==> src/rtl/spi_rx_deser.sv <==
// SPI receive stage: synchronises spi_clk/spi_data into clk, assembles MSB-first bytes and
// queues them in a 2-entry FIFO. Define SPI_RX_OVR_CNT_EN to add the ovr_count drop counter.
module spi_rx_deser #(
    parameter int SYNC_STAGES  = 2,
    parameter int IDLE_TIMEOUT = 64
) (
    input  logic       clk,
    input  logic       reset,
    input  logic       spi_clk,
    input  logic       spi_data,
    output logic [7:0] rx_data,
    output logic       rx_valid,
    input  logic       rx_ready,
    output logic       overrun,
    input  logic       clr_ovr,
    output logic       frame_drop
`ifdef SPI_RX_OVR_CNT_EN
    ,
    output logic [7:0] ovr_count
`endif
);

    localparam logic [7:0] TIMEOUT_CNT = 8'(IDLE_TIMEOUT);

    logic [SYNC_STAGES-1:0] sclk_sync_q;
    logic [SYNC_STAGES-1:0] data_sync_q;
    logic                   sclk_dly_q;

    logic [7:0]      shift_q,      shift_d;
    logic [2:0]      bit_cnt_q,    bit_cnt_d;
    logic [7:0]      idle_cnt_q,   idle_cnt_d;
    logic [1:0][7:0] mem_q,        mem_d;
    logic            wr_ptr_q,     wr_ptr_d;
    logic            rd_ptr_q,     rd_ptr_d;
    logic [1:0]      count_q,      count_d;
    logic            overrun_q,    overrun_d;
    logic            frame_drop_q, frame_drop_d;

    logic       sclk_s;
    logic       data_s;
    logic       sclk_rise;
    logic       byte_done;
    logic       timeout;
    logic       pop;
    logic       full;
    logic       drop;
    logic       push_ok;
    logic [7:0] byte_new;

    // Both inputs travel through equal-depth chains, so data_s stays aligned with sclk_s.
    assign sclk_s    = sclk_sync_q[SYNC_STAGES-1];
    assign data_s    = data_sync_q[SYNC_STAGES-1];
    assign sclk_rise = sclk_s & ~sclk_dly_q;
    assign byte_new  = {shift_q[6:0], data_s};
    assign byte_done = sclk_rise && (bit_cnt_q == 3'd7);
    assign timeout   = !sclk_rise && (idle_cnt_q == TIMEOUT_CNT);

    // A full buffer still accepts a byte when the consumer pops in the same cycle.
    assign pop     = (count_q != 2'd0) && rx_ready;
    assign full    = (count_q == 2'd2);
    assign drop    = byte_done && full && !pop;
    assign push_ok = byte_done && !drop;

    always_comb begin
        // NOTE: every signal assigned here gets a default first, so no path can infer a latch.
        shift_d      = shift_q;
        bit_cnt_d    = bit_cnt_q;
        idle_cnt_d   = idle_cnt_q;
        mem_d        = mem_q;
        wr_ptr_d     = wr_ptr_q;
        rd_ptr_d     = rd_ptr_q;
        count_d      = count_q;
        overrun_d    = overrun_q;
        frame_drop_d = 1'b0;

        if (sclk_rise) begin
            shift_d   = byte_new;
            bit_cnt_d = bit_cnt_q + 3'd1;
        end else if (timeout) begin
            shift_d      = 8'h00;
            bit_cnt_d    = 3'd0;
            frame_drop_d = 1'b1;
        end

        if (sclk_rise || (bit_cnt_q == 3'd0)) begin
            idle_cnt_d = 8'h00;
        end else if (idle_cnt_q != 8'hFF) begin
            idle_cnt_d = idle_cnt_q + 8'd1;
        end

        if (push_ok) begin
            mem_d[wr_ptr_q] = byte_new;
            wr_ptr_d        = ~wr_ptr_q;
        end
        if (pop) begin
            rd_ptr_d = ~rd_ptr_q;
        end
        case ({push_ok, pop})
            2'b10:   count_d = count_q + 2'd1;
            2'b01:   count_d = count_q - 2'd1;
            default: count_d = count_q;
        endcase

        // A drop in the same cycle as clr_ovr keeps the flag set.
        if (drop) begin
            overrun_d = 1'b1;
        end else if (clr_ovr) begin
            overrun_d = 1'b0;
        end
    end

    // NOTE: sequential state uses non-blocking assignments so every flop samples pre-edge values.
    always_ff @(posedge clk or negedge reset) begin
        if (!reset) begin
            sclk_sync_q  <= '0;
            data_sync_q  <= '0;
            sclk_dly_q   <= 1'b0;
            shift_q      <= 8'h00;
            bit_cnt_q    <= 3'd0;
            idle_cnt_q   <= 8'h00;
            // NOTE: buffer storage is reset as well, so rx_data reads 8'h00 during reset.
            mem_q        <= '0;
            wr_ptr_q     <= 1'b0;
            rd_ptr_q     <= 1'b0;
            count_q      <= 2'd0;
            overrun_q    <= 1'b0;
            frame_drop_q <= 1'b0;
        end else begin
            sclk_sync_q  <= {sclk_sync_q[SYNC_STAGES-2:0], spi_clk};
            data_sync_q  <= {data_sync_q[SYNC_STAGES-2:0], spi_data};
            sclk_dly_q   <= sclk_s;
            shift_q      <= shift_d;
            bit_cnt_q    <= bit_cnt_d;
            idle_cnt_q   <= idle_cnt_d;
            mem_q        <= mem_d;
            wr_ptr_q     <= wr_ptr_d;
            rd_ptr_q     <= rd_ptr_d;
            count_q      <= count_d;
            overrun_q    <= overrun_d;
            frame_drop_q <= frame_drop_d;
        end
    end

    assign rx_data    = mem_q[rd_ptr_q];
    assign rx_valid   = (count_q != 2'd0);
    assign overrun    = overrun_q;
    assign frame_drop = frame_drop_q;

`ifdef SPI_RX_OVR_CNT_EN
    logic [7:0] ovr_cnt_q, ovr_cnt_d;

    always_comb begin
        if (clr_ovr) begin
            ovr_cnt_d = {7'd0, drop};
        end else if (drop && (ovr_cnt_q != 8'hFF)) begin
            ovr_cnt_d = ovr_cnt_q + 8'd1;
        end else begin
            ovr_cnt_d = ovr_cnt_q;
        end
    end

    always_ff @(posedge clk or negedge reset) begin
        if (!reset) begin
            ovr_cnt_q <= 8'h00;
        end else begin
            ovr_cnt_q <= ovr_cnt_d;
        end
    end

    assign ovr_count = ovr_cnt_q;
`endif

endmodule
==> config.mk <==
export PLATFORM = sky130hd
export DESIGN_NAME = spi_rx_deser
export DESIGN_NICKNAME = d
export VERILOG_FILES = /design/src/rtl/spi_rx_deser.sv
export SDC_FILE = /design/constraint.sdc
export NUM_CORES = 1
export LEC_CHECK = 0
export ABC_AREA = 1
export BUFFER_PORTS_ARGS = -buffer_cell sky130_fd_sc_hd__buf_4
export CORE_UTILIZATION = 42
export CTS_CLUSTER_SIZE = 16
export DETAILED_ROUTE_END_ITERATION = 16
export SLEW_MARGIN = 15
export SYNTH_ARGS = -nofsm -noshare
export SYNTH_HDL_FRONTEND = slang
export SYNTH_SLANG_ARGS = --single-unit
==> constraint.sdc <==
create_clock -name clk -period 2.3 [get_ports clk]
set_clock_uncertainty 0.2 [all_clocks]
set_input_delay 0.115 -clock clk [delete_from_list [all_inputs] [get_ports clk]]
set_output_delay 0.115 -clock clk [all_outputs]
set_load 0.01 [all_outputs]
==> flow_metrics.tcl, run 1 <==
set metrics [dict create \
    status "completed" \
    ctsResizeCount 0 \
    netlist_area_sq_mm 0.00209 \
    insertion_delay_ns 0.30 \
    yosys_warnings 0 \
    final_cells 331 \
    drc 0 \
    port_buffers 16 \
    synth_nets 249 \
    wirelength_um 3610 \
    drive_above_1_share 0.178 \
    grt_usage 0.158 \
    hold_viol 0 \
    seq_area_frac_synth 0.540 \
    die_w_um 72.5 \
    cts_buffers 5 \
    area_delta_synth_final_pct 15.8 \
    met2_length_um 1550 \
    p_int_w 0.00136 \
    endpoint_kind "register" \
    slew_violations 0 \
    power_frac_comb 0.242 \
    critPathRequiredTime_ns 2.28 \
    synth_top_area_cell "dfrtp_1" \
    period_minus_slack_ns 2.02 \
    fmax_ghz 0.495 \
    yosys.cell_types.count 24 \
    highest_layer "met4" \
    wl_met3_um 102 \
    syn_inst 238 \
    switching_share 0.339 \
    vdd_drop_max_mv 0.341 \
    clk_path_buf_depth 2 \
    fp-row-count 25 \
    dp_hpwl_um 2490 \
    nFillCells 472 \
    hp-class "in2async" \
    grt_pass1_vias 1363 \
    grt_first_pass_wirelength_um 6270 \
    p_seq_frac 0.516 \
    drv_cap 0 \
    htreeDepth 2 \
    firstDrtPassIters 4 \
    cp_max_fo 5 \
    grt_max_degree 46 \
    cts_root_buf "clkbuf_8" \
    vias_per_cell 4.55 \
    p_per_area_mw_per_mm2 849 \
    setup_viol 0 \
    dp_cells 317 \
    met1_length_um 1890 \
    final_antenna_net_count 0 \
    worstRegToRegCells 7 \
    gr-total-overflow 0 \
    slew_headroom 0.614 \
    die_height_um 72.5 \
    setup.worst_path.start_class "register" \
    critPathKind "reg2reg" \
    start_util 0.439 \
    cp.arrival_ns 2.01 \
    vias 1507 \
    yosys-top-cells-area "dfrtp_1 54%, nand2_1 15%, o21ai_2 5.9%, nand3_1 5.3%, inv_1 5.0%" \
    synth.avg_cell_area_sq_um 8.76 \
    cts_sinks 45 \
    diodes 0 \
    layout.nets 274 \
    initialDrtViolationCount 114 \
    core-area_sq_mm 0.00475 \
    p_switching_w 0.000695 \
    route.detailed.wl_per_inst_um 10.9 \
    antenna_found_initial 0 \
    synth_top_area_frac 0.540 \
    cts_tree "built" \
    pwr-share-clk 0.241 \
    die_area_sq_mm 0.00525 \
    post-route-period-util 0.878 \
    p_leak_nw 1.25 \
    io_pins 17 \
    synth_seq_cells 45 \
    rsz0062_at_grt "false" \
    tns_ns 0 \
    clk_pin_slew_ns 0.09 \
    gp_congestion 0.764 \
    worst_pin_slew_ns 0.579 \
]
state kept, by name (all words and copies together) (netlist names):
| register | flops |
|---|---|
| mem_q | 16 |
| idle_cnt_q | 8 |
| shift_q | 7 |
| bit_cnt_q | 3 |
| count_q | 2 |
| data_sync_q | 2 |
| sclk_sync_q | 2 |
| frame_drop | 1 |
| overrun | 1 |
| rd_ptr_q | 1 |
| sclk_dly_q | 1 |
| wr_ptr_q | 1 |
stage by stage:
step,area [sq um],power [W],hold slack [ns],util,setup slack (ns)
5_1_grt,2420,0.00221,0.169,0.508,0.167
4_1_cts,2420,0.00208,0.156,0.508,0.278
3_3_place_gp,2270,0.00157,-0.0455,0.477,0.523
3_5_place_dp,2270,0.00157,-0.0426,0.477,0.460
2_1_floorplan,2090,0.00139,-0.381,-,0.654
6_report,2420,0.00205,0.143,0.508,0.280
path summary, 6_finish.rpt:
| check | startpoint | endpoint | slack (ns) |
|---|---|---|---|
| worst min register to register | sclk_sync_q[0] | sclk_sync_q[1] | 0.15 |
| worst max register to register | bit_cnt_q[0] | overrun | 0.28 |
| max in group asynchronous | reset | mem_q[2] | 1.35 |
| min in group clk | sclk_sync_q[0] | sclk_sync_q[1] | 0.15 |
| worst min-delay path | reset | mem_q[7] | 0.14 |
| worst max-delay path | bit_cnt_q[0] | overrun | 0.28 |
layout make-up:
cell class / count / area [sq um] / share of cell area
Sequential cell: 45 / 1130 / 0.466
Multi-Input combinational cell: 158 / 812 / 0.336
Timing Repair Buffer: 24 / 195 / 0.0808
Inverter: 29 / 109 / 0.0451
Tap cell: 67 / 83.8 / 0.0347
Clock buffer: 5 / 68.8 / 0.0285
Clock inverter: 3 / 21.3 / 0.00880
power groups by stage:
stage / Combinational, W / Sequential [W] / Clock (W)
6_report: 0.000497 / 0.00106 / 0.000495
5_1_grt: 0.000579 / 0.00108 / 0.000548
4_1_cts: 0.000506 / 0.00106 / 0.000512
3_5_place_dp: 0.000498 / 0.00108 / 0
3_3_place_gp: 0.000493 / 0.00107 / 0
2_1_floorplan: 0.000370 / 0.00102 / 0
kinds of logic after synthesis:
family	count (synthesis)	synth area share
compound gates	26	0.0954
xor+xnor	3	0.0126
fa+ha+maj	5	0.0300
buf+inv	35	0.0708
flops	45	0.540
simple gates	124	0.251
cell usage in the layout, fill, tap and decap left out, drive strengths merged:
cell,synthesis,layout
inv,28,29
nand4,1,1
clkinvlp,0,1
dfrtp,45,45
buf,3,18
nand2,84,84
o21ai,22,22
xor2,3,3
nor3,1,1
clkbuf,3,5
nand3,23,23
clkinv,1,2
a21oi,3,3
nor2,14,14
ha,5,5
o211a,1,1
dlygate4sd3,0,6
nand3b,1,1
synthesized netlist by cell type:
| library cell | n |
|---|---|
| a21oi_1 | 2 |
| a21oi_4 | 1 |
| buf_2 | 1 |
| buf_6 | 2 |
| clkbuf_1 | 3 |
| clkinv_1 | 1 |
| dfrtp_1 | 45 |
| ha_1 | 5 |
| inv_1 | 28 |
| nand2_1 | 81 |
| nand2_2 | 3 |
| nand3_1 | 22 |
| nand3_2 | 1 |
| nand3b_1 | 1 |
| nand4_1 | 1 |
| nor2_1 | 12 |
| nor2_2 | 1 |
| nor2_4 | 1 |
| nor3_1 | 1 |
| o211a_1 | 1 |
| o21ai_0 | 6 |
| o21ai_1 | 2 |
| o21ai_2 | 14 |
| xor2_1 | 3 |
critical path, stage by stage (launching register included):
cell and delay (ns):
dfrtp_1 0.41, ha_1 0.21, ha_1 0.20, nand3_2 0.14
nor2_1 0.08, nand2_1 0.07, o21ai_0 0.07, dlygate4sd3_1 0.55
repair_timing:
| item | in CTS | in global routing |
|---|---|---|
| setup buffers | 0 | 0 |
| hold endpoints to repair | 51 | 0 |
| hold buffers | 6 | 0 |
per-layer routing:
layer	track usage	vias to the layer above
met5	0	-
met4	0.0654	0
met3	0.0417	7
met2	0.235	16
met1	0.218	687
li1	-	797
Note: power is estimated with default switching activity, not from simulation.
==> run 2, diff against run 1 <==
--- a/config.mk
+++ b/config.mk
@@ -7,6 +7,7 @@
 export LEC_CHECK = 0
 export ABC_AREA = 1
 export BUFFER_PORTS_ARGS = -buffer_cell sky130_fd_sc_hd__buf_4
+export CORE_ASPECT_RATIO = 0.9
 export CORE_UTILIZATION = 42
 export CTS_CLUSTER_SIZE = 16
 export DETAILED_ROUTE_END_ITERATION = 16
==> flow_metrics.tcl, run 2 (synthesis results as in run 1) <==
set metrics [dict create \
    switching_share 0.328 \
    crit_top_cell "ha_1" \
    die_height_um 68.9 \
    dp_hpwl_um 2430 \
    firstDrtPassIters 4 \
    fmax_ghz 0.498 \
    final_antenna_net_count 0 \
    cp_max_fo 5 \
    grt_usage 0.151 \
    setup_viol 0 \
    drive_above_1_share 0.171 \
    post-route-period-util 0.874 \
    vias_per_cell 4.61 \
    final_cells 325 \
    layout_commonest_cell "nand2_1" \
    dp_cells 312 \
    cpPeakStageDelay_ns 0.55 \
    critPathKind "reg2reg" \
    rsz0062_at_grt "false" \
    status "completed" \
    p_seq_frac 0.516 \
    cp.arrival_ns 1.99 \
    io_pins 17 \
    crit_chain "ha_1 > ha_1 > nand3_2 > nor2_1 > nand2_1 > o21ai_0 > dlygate4sd3_1" \
    worstRegToRegCells 7 \
    initialDrtViolationCount 80 \
    gp_congestion 0.778 \
    vias 1499 \
    cts_buffers 5 \
    tns_ns 0 \
    slew_headroom 0.629 \
    hp-class "reg2reg" \
    grt_first_pass_wirelength_um 6090 \
    power_frac_comb 0.245 \
    cp_num_buf_inv 1 \
    r2r-end "overrun" \
    p_per_area_mw_per_mm2 853 \
    worst_pin_slew_ns 0.556 \
    clk_pin_slew_ns 0.08 \
    regArea_sq_mm 0.00113 \
    drc 0 \
    worstHoldStart "sclk_sync_q[0]" \
    diodes 0 \
    drv_cap 0 \
    pwr-share-clk 0.239 \
    regToRegSetupSlack_ns 0.29 \
    cp_slowest_cell "dlygate4sd3_1" \
    hold_path_end "sclk_sync_q[1]" \
    area_delta_synth_final_pct 15.4 \
    hold_viol 0 \
    p_switching_w 0.000672 \
    die_area_sq_mm 0.00525 \
    p_int_w 0.00138 \
    start_util 0.453 \
    port_buffers 16 \
    fp-row-count 23 \
    endpoint_kind "register" \
    die_w_um 76.3 \
    core-area_sq_mm 0.00460 \
    cts_tree "built" \
    route.detailed.wl_per_inst_um 11.1 \
    cts_setup_buffers 0 \
    grt_max_degree 46 \
    layout.nets 274 \
    htreeDepth 2 \
    clk_path_buf_depth 2 \
    period_minus_slack_ns 2.01 \
    p_leak_nw 1.25 \
    vdd_drop_max_mv 0.424 \
    multi_input_area_sq_um 812 \
    cts_root_buf "clkbuf_8" \
    grt_pass1_vias 1353 \
    gr-total-overflow 0 \
    antenna_found_initial 0 \
    slew_violations 0 \
    largestRegisters "mem_q x16, idle_cnt_q x8, shift_q x7" \
    largest-register "mem_q" \
    min_path_cells 0 \
    crit_family "buffers and inverters" \
    cts_sinks 45 \
    wirelength_um 3610 \
    critPathRequiredTime_ns 2.28 \
    setup.worst_path.start_class "register" \
    insertion_delay_ns 0.29 \
    timing.rr.start "bit_cnt_q[0]" \
    largest_register_ffs 16 \
    final_cell_mix "81 x nand2_1, 45 x dfrtp_1, 28 x inv_1" \
    nFillCells 438 \
]
==> run 2: per-layer routing <==
metal	up-vias	GRT usage	wire, um
met5	-	0	0
li1	796	-	-
met3	4	0.0355	121
met2	22	0.244	1460
met4	0	0.0505	47
met1	677	0.202	1980
==> run 2: power by group through the flow <==
stage	Sequential [W]	Clock (W)	Combinational, W
4_1_cts	0.00106	0.000506	0.000513
3_5_place_dp	0.00108	0	0.000504
6_report	0.00106	0.000490	0.000503
5_1_grt	0.00108	0.000541	0.000574
3_3_place_gp	0.00107	0	0.000502
2_1_floorplan	0.00102	0	0.000370
==> run 2: worst max-delay path by stage <==
stage | from | to | slack [ns] | depth (start not counted)
final | bit_cnt_q[0] | overrun | 0.29 | 7
after global routing | bit_cnt_q[0] | overrun | 0.16 | 7
after CTS | bit_cnt_q[0] | overrun | 0.28 | 7
after detailed placement | bit_cnt_q[0] | mem_q[10] | 0.49 | 7
after global placement | bit_cnt_q[0] | mem_q[10] | 0.52 | 7
after floorplan | bit_cnt_q[0] | mem_q[14] | 0.65 | 8
==> run 2: worst reg2reg max path: cells and delay by family, from the launching register on <==
| kind | cells | cell delay [ns] |
|---|---|---|
| AND/OR/NAND/NOR | 3 | 0.27 |
| flip-flops | 1 | 0.41 |
| AO/OA/AOI/OAI | 1 | 0.06 |
| adder cells (fa/ha/maj) | 2 | 0.41 |
| buffers and inverters | 1 | 0.55 |
==> run 2: area by class of cell <==
| class | instances | area share |
|---|---|---|
| Inverter | 29 | 0.0452 |
| Timing Repair Buffer | 24 | 0.0811 |
| Clock buffer | 7 | 0.0359 |
| Multi-Input combinational cell | 158 | 0.337 |
| Sequential cell | 45 | 0.468 |
| Tap cell | 62 | 0.0322 |
==> run 2: metrics by stage <==
stage	hold slack, ns	worst slack, ns	total power, W	area [sq um]	utilization
after global placement	-0.0454	0.521	0.00157	2260	0.491
after floorplan	-0.381	0.654	0.00139	2090	-
after CTS	0.153	0.284	0.00208	2410	0.523
after global routing	0.167	0.164	0.00220	2410	0.523
final	0.147	0.290	0.00205	2410	0.523
after detailed placement	-0.0463	0.488	0.00158	2260	0.491
==> run 2: repair_timing <==
action	4_1_cts	5_1_grt
resized for setup	0	0
endpoints found under the hold margin	50	0
hold buffers	6	0
==> run 3, diff against run 2 <==
==> constraint.sdc (replaced) <==
create_clock -name clk -period 2.5 [get_ports clk]
set_clock_uncertainty 0.2 [all_clocks]
set_input_delay 0.125 -clock clk [delete_from_list [all_inputs] [get_ports clk]]
set_output_delay 0.125 -clock clk [all_outputs]
set_load 0.01 [all_outputs]
==> flow_metrics.tcl, run 3 (synthesis results as in run 1) <==
set metrics [dict create \
    status "completed" \
    tns_ns 0 \
    vias 1505 \
    critPathRequiredTime_ns 2.49 \
    critPathKind "reg2reg" \
    cpPeakStageDelay_ns 0.55 \
    die_w_um 76.3 \
    cts_tree "built" \
    drive_above_1_share 0.174 \
    die_area_sq_mm 0.00525 \
    crit_chain "ha_1 > ha_1 > nand3_2 > nor2_1 > nand2_1 > o21ai_0 > dlygate4sd3_1" \
    layout.nets 274 \
    clk_pin_slew_ns 0.08 \
    cp_num_buf_inv 1 \
    slew_headroom 0.630 \
    htreeDepth 2 \
    cts_setup_buffers 0 \
    grtUsageMet1 0.204 \
    fp-row-count 23 \
    dp_hpwl_um 2460 \
    start_util 0.453 \
    cp_slowest_cell "dlygate4sd3_1" \
    layout_setup_ws_ns 0.482 \
    pre_cts_ws_ns 0.678 \
    final_antenna_net_count 0 \
    post-route-period-util 0.807 \
    gp_congestion 0.778 \
    rsz0062_at_grt "false" \
    setup.worst_path.start_class "register" \
    insertion_delay_ns 0.30 \
    crit_top_cell "ha_1" \
    nFillCells 455 \
    place_area_sq_mm 0.00226 \
    grt-busiest-layer "met2" \
    die_height_um 68.9 \
    antenna_found_initial 0 \
    multi_input_area_sq_um 812 \
    cts_buffers 5 \
    grt_max_degree 46 \
    setup_viol 0 \
    vdd_drop_max_mv 0.524 \
    p_leak_nw 1.25 \
    regToRegSetupSlack_ns 0.48 \
    worst_pin_slew_ns 0.555 \
    final_cell_mix "81 x nand2_1, 45 x dfrtp_1, 28 x inv_1" \
    io_pins 17 \
    cts_root_buf "clkbuf_8" \
    hold_viol 0 \
    gr-total-overflow 0 \
    route.detailed.wl_per_inst_um 11.3 \
    drc 0 \
    endpoint_kind "register" \
    cts_sinks 45 \
    fin_area_sq_mm 0.00240 \
    initialDrtViolationCount 66 \
    wirelength_um 3670 \
    slew_violations 0 \
    core-area_sq_mm 0.00460 \
    vias_per_cell 4.62 \
    period_minus_slack_ns 2.02 \
    layout_commonest_cell "nand2_1" \
    port_buffers 16 \
    cp_max_fo 5 \
    largestRegisters "mem_q x16, idle_cnt_q x8, shift_q x7" \
    area_delta_synth_final_pct 15.2 \
    largest-register "mem_q" \
    p_total_w 0.00188 \
    fin_util 0.522 \
    regArea_sq_mm 0.00113 \
    hp-class "in2async" \
    p_per_area_mw_per_mm2 782 \
    grt_use_met2 0.247 \
    firstDrtPassIters 4 \
    diodes 0 \
    fmax_ghz 0.496 \
    grt_pass1_vias 1399 \
    grt_usage 0.157 \
    largest_register_ffs 16 \
    cp.arrival_ns 2.00 \
    clk_path_buf_depth 2 \
    met3_usage 0.0408 \
    grt_first_pass_wirelength_um 6210 \
    crit_family "buffers and inverters" \
    drv_cap 0 \
]
## run 3: area by class of cell
type,count,share of cell area
Multi-Input combinational cell,158,0.338
Clock buffer,6,0.0302
Clock inverter,2,0.00417
Inverter,29,0.0453
Timing Repair Buffer,24,0.0813
Sequential cell,45,0.469
Tap cell,62,0.0323
## run 3: repair_timing
item,in CTS,in global routing
hold buffers,6,0
endpoints found under the hold margin,51,0
resized for setup,0,0
## run 3: through the flow
| stage | hold slack, ns | cells |
|---|---|---|
| floorplan | -0.371 | 238 |
| global placement | -0.0333 | 312 |
| detailed placement | -0.0347 | 312 |
| CTS | 0.162 | 326 |
| global route | 0.173 | 326 |
| finish | 0.158 | 326 |
## run 3: per-layer routing
layer / wire length (um) / vias to the layer above
li1: - / 793
met1: 1970 / 686
met2: 1530 / 21
met3: 123 / 5
met4: 57 / 0
met5: 0 / -
## run 3: final timing paths
check / endpoint / from / cells past startpoint
worst max-delay path: overrun / bit_cnt_q[0] / 7
worst min-delay path: count_q[0] / reset / 2
min in group clk: sclk_sync_q[1] / sclk_sync_q[0] / 0
worst min register to register: sclk_sync_q[1] / sclk_sync_q[0] / 0
max in group asynchronous: idle_cnt_q[1] / reset / 2
worst max register to register: overrun / bit_cnt_q[0] / 7
## run 3: report_power, final
group	internal (W)	switching, W
registers	0.000857	0.000118
clock network	0.000194	0.000249
logic	0.000193	0.000269
total	0.00124	0.000635
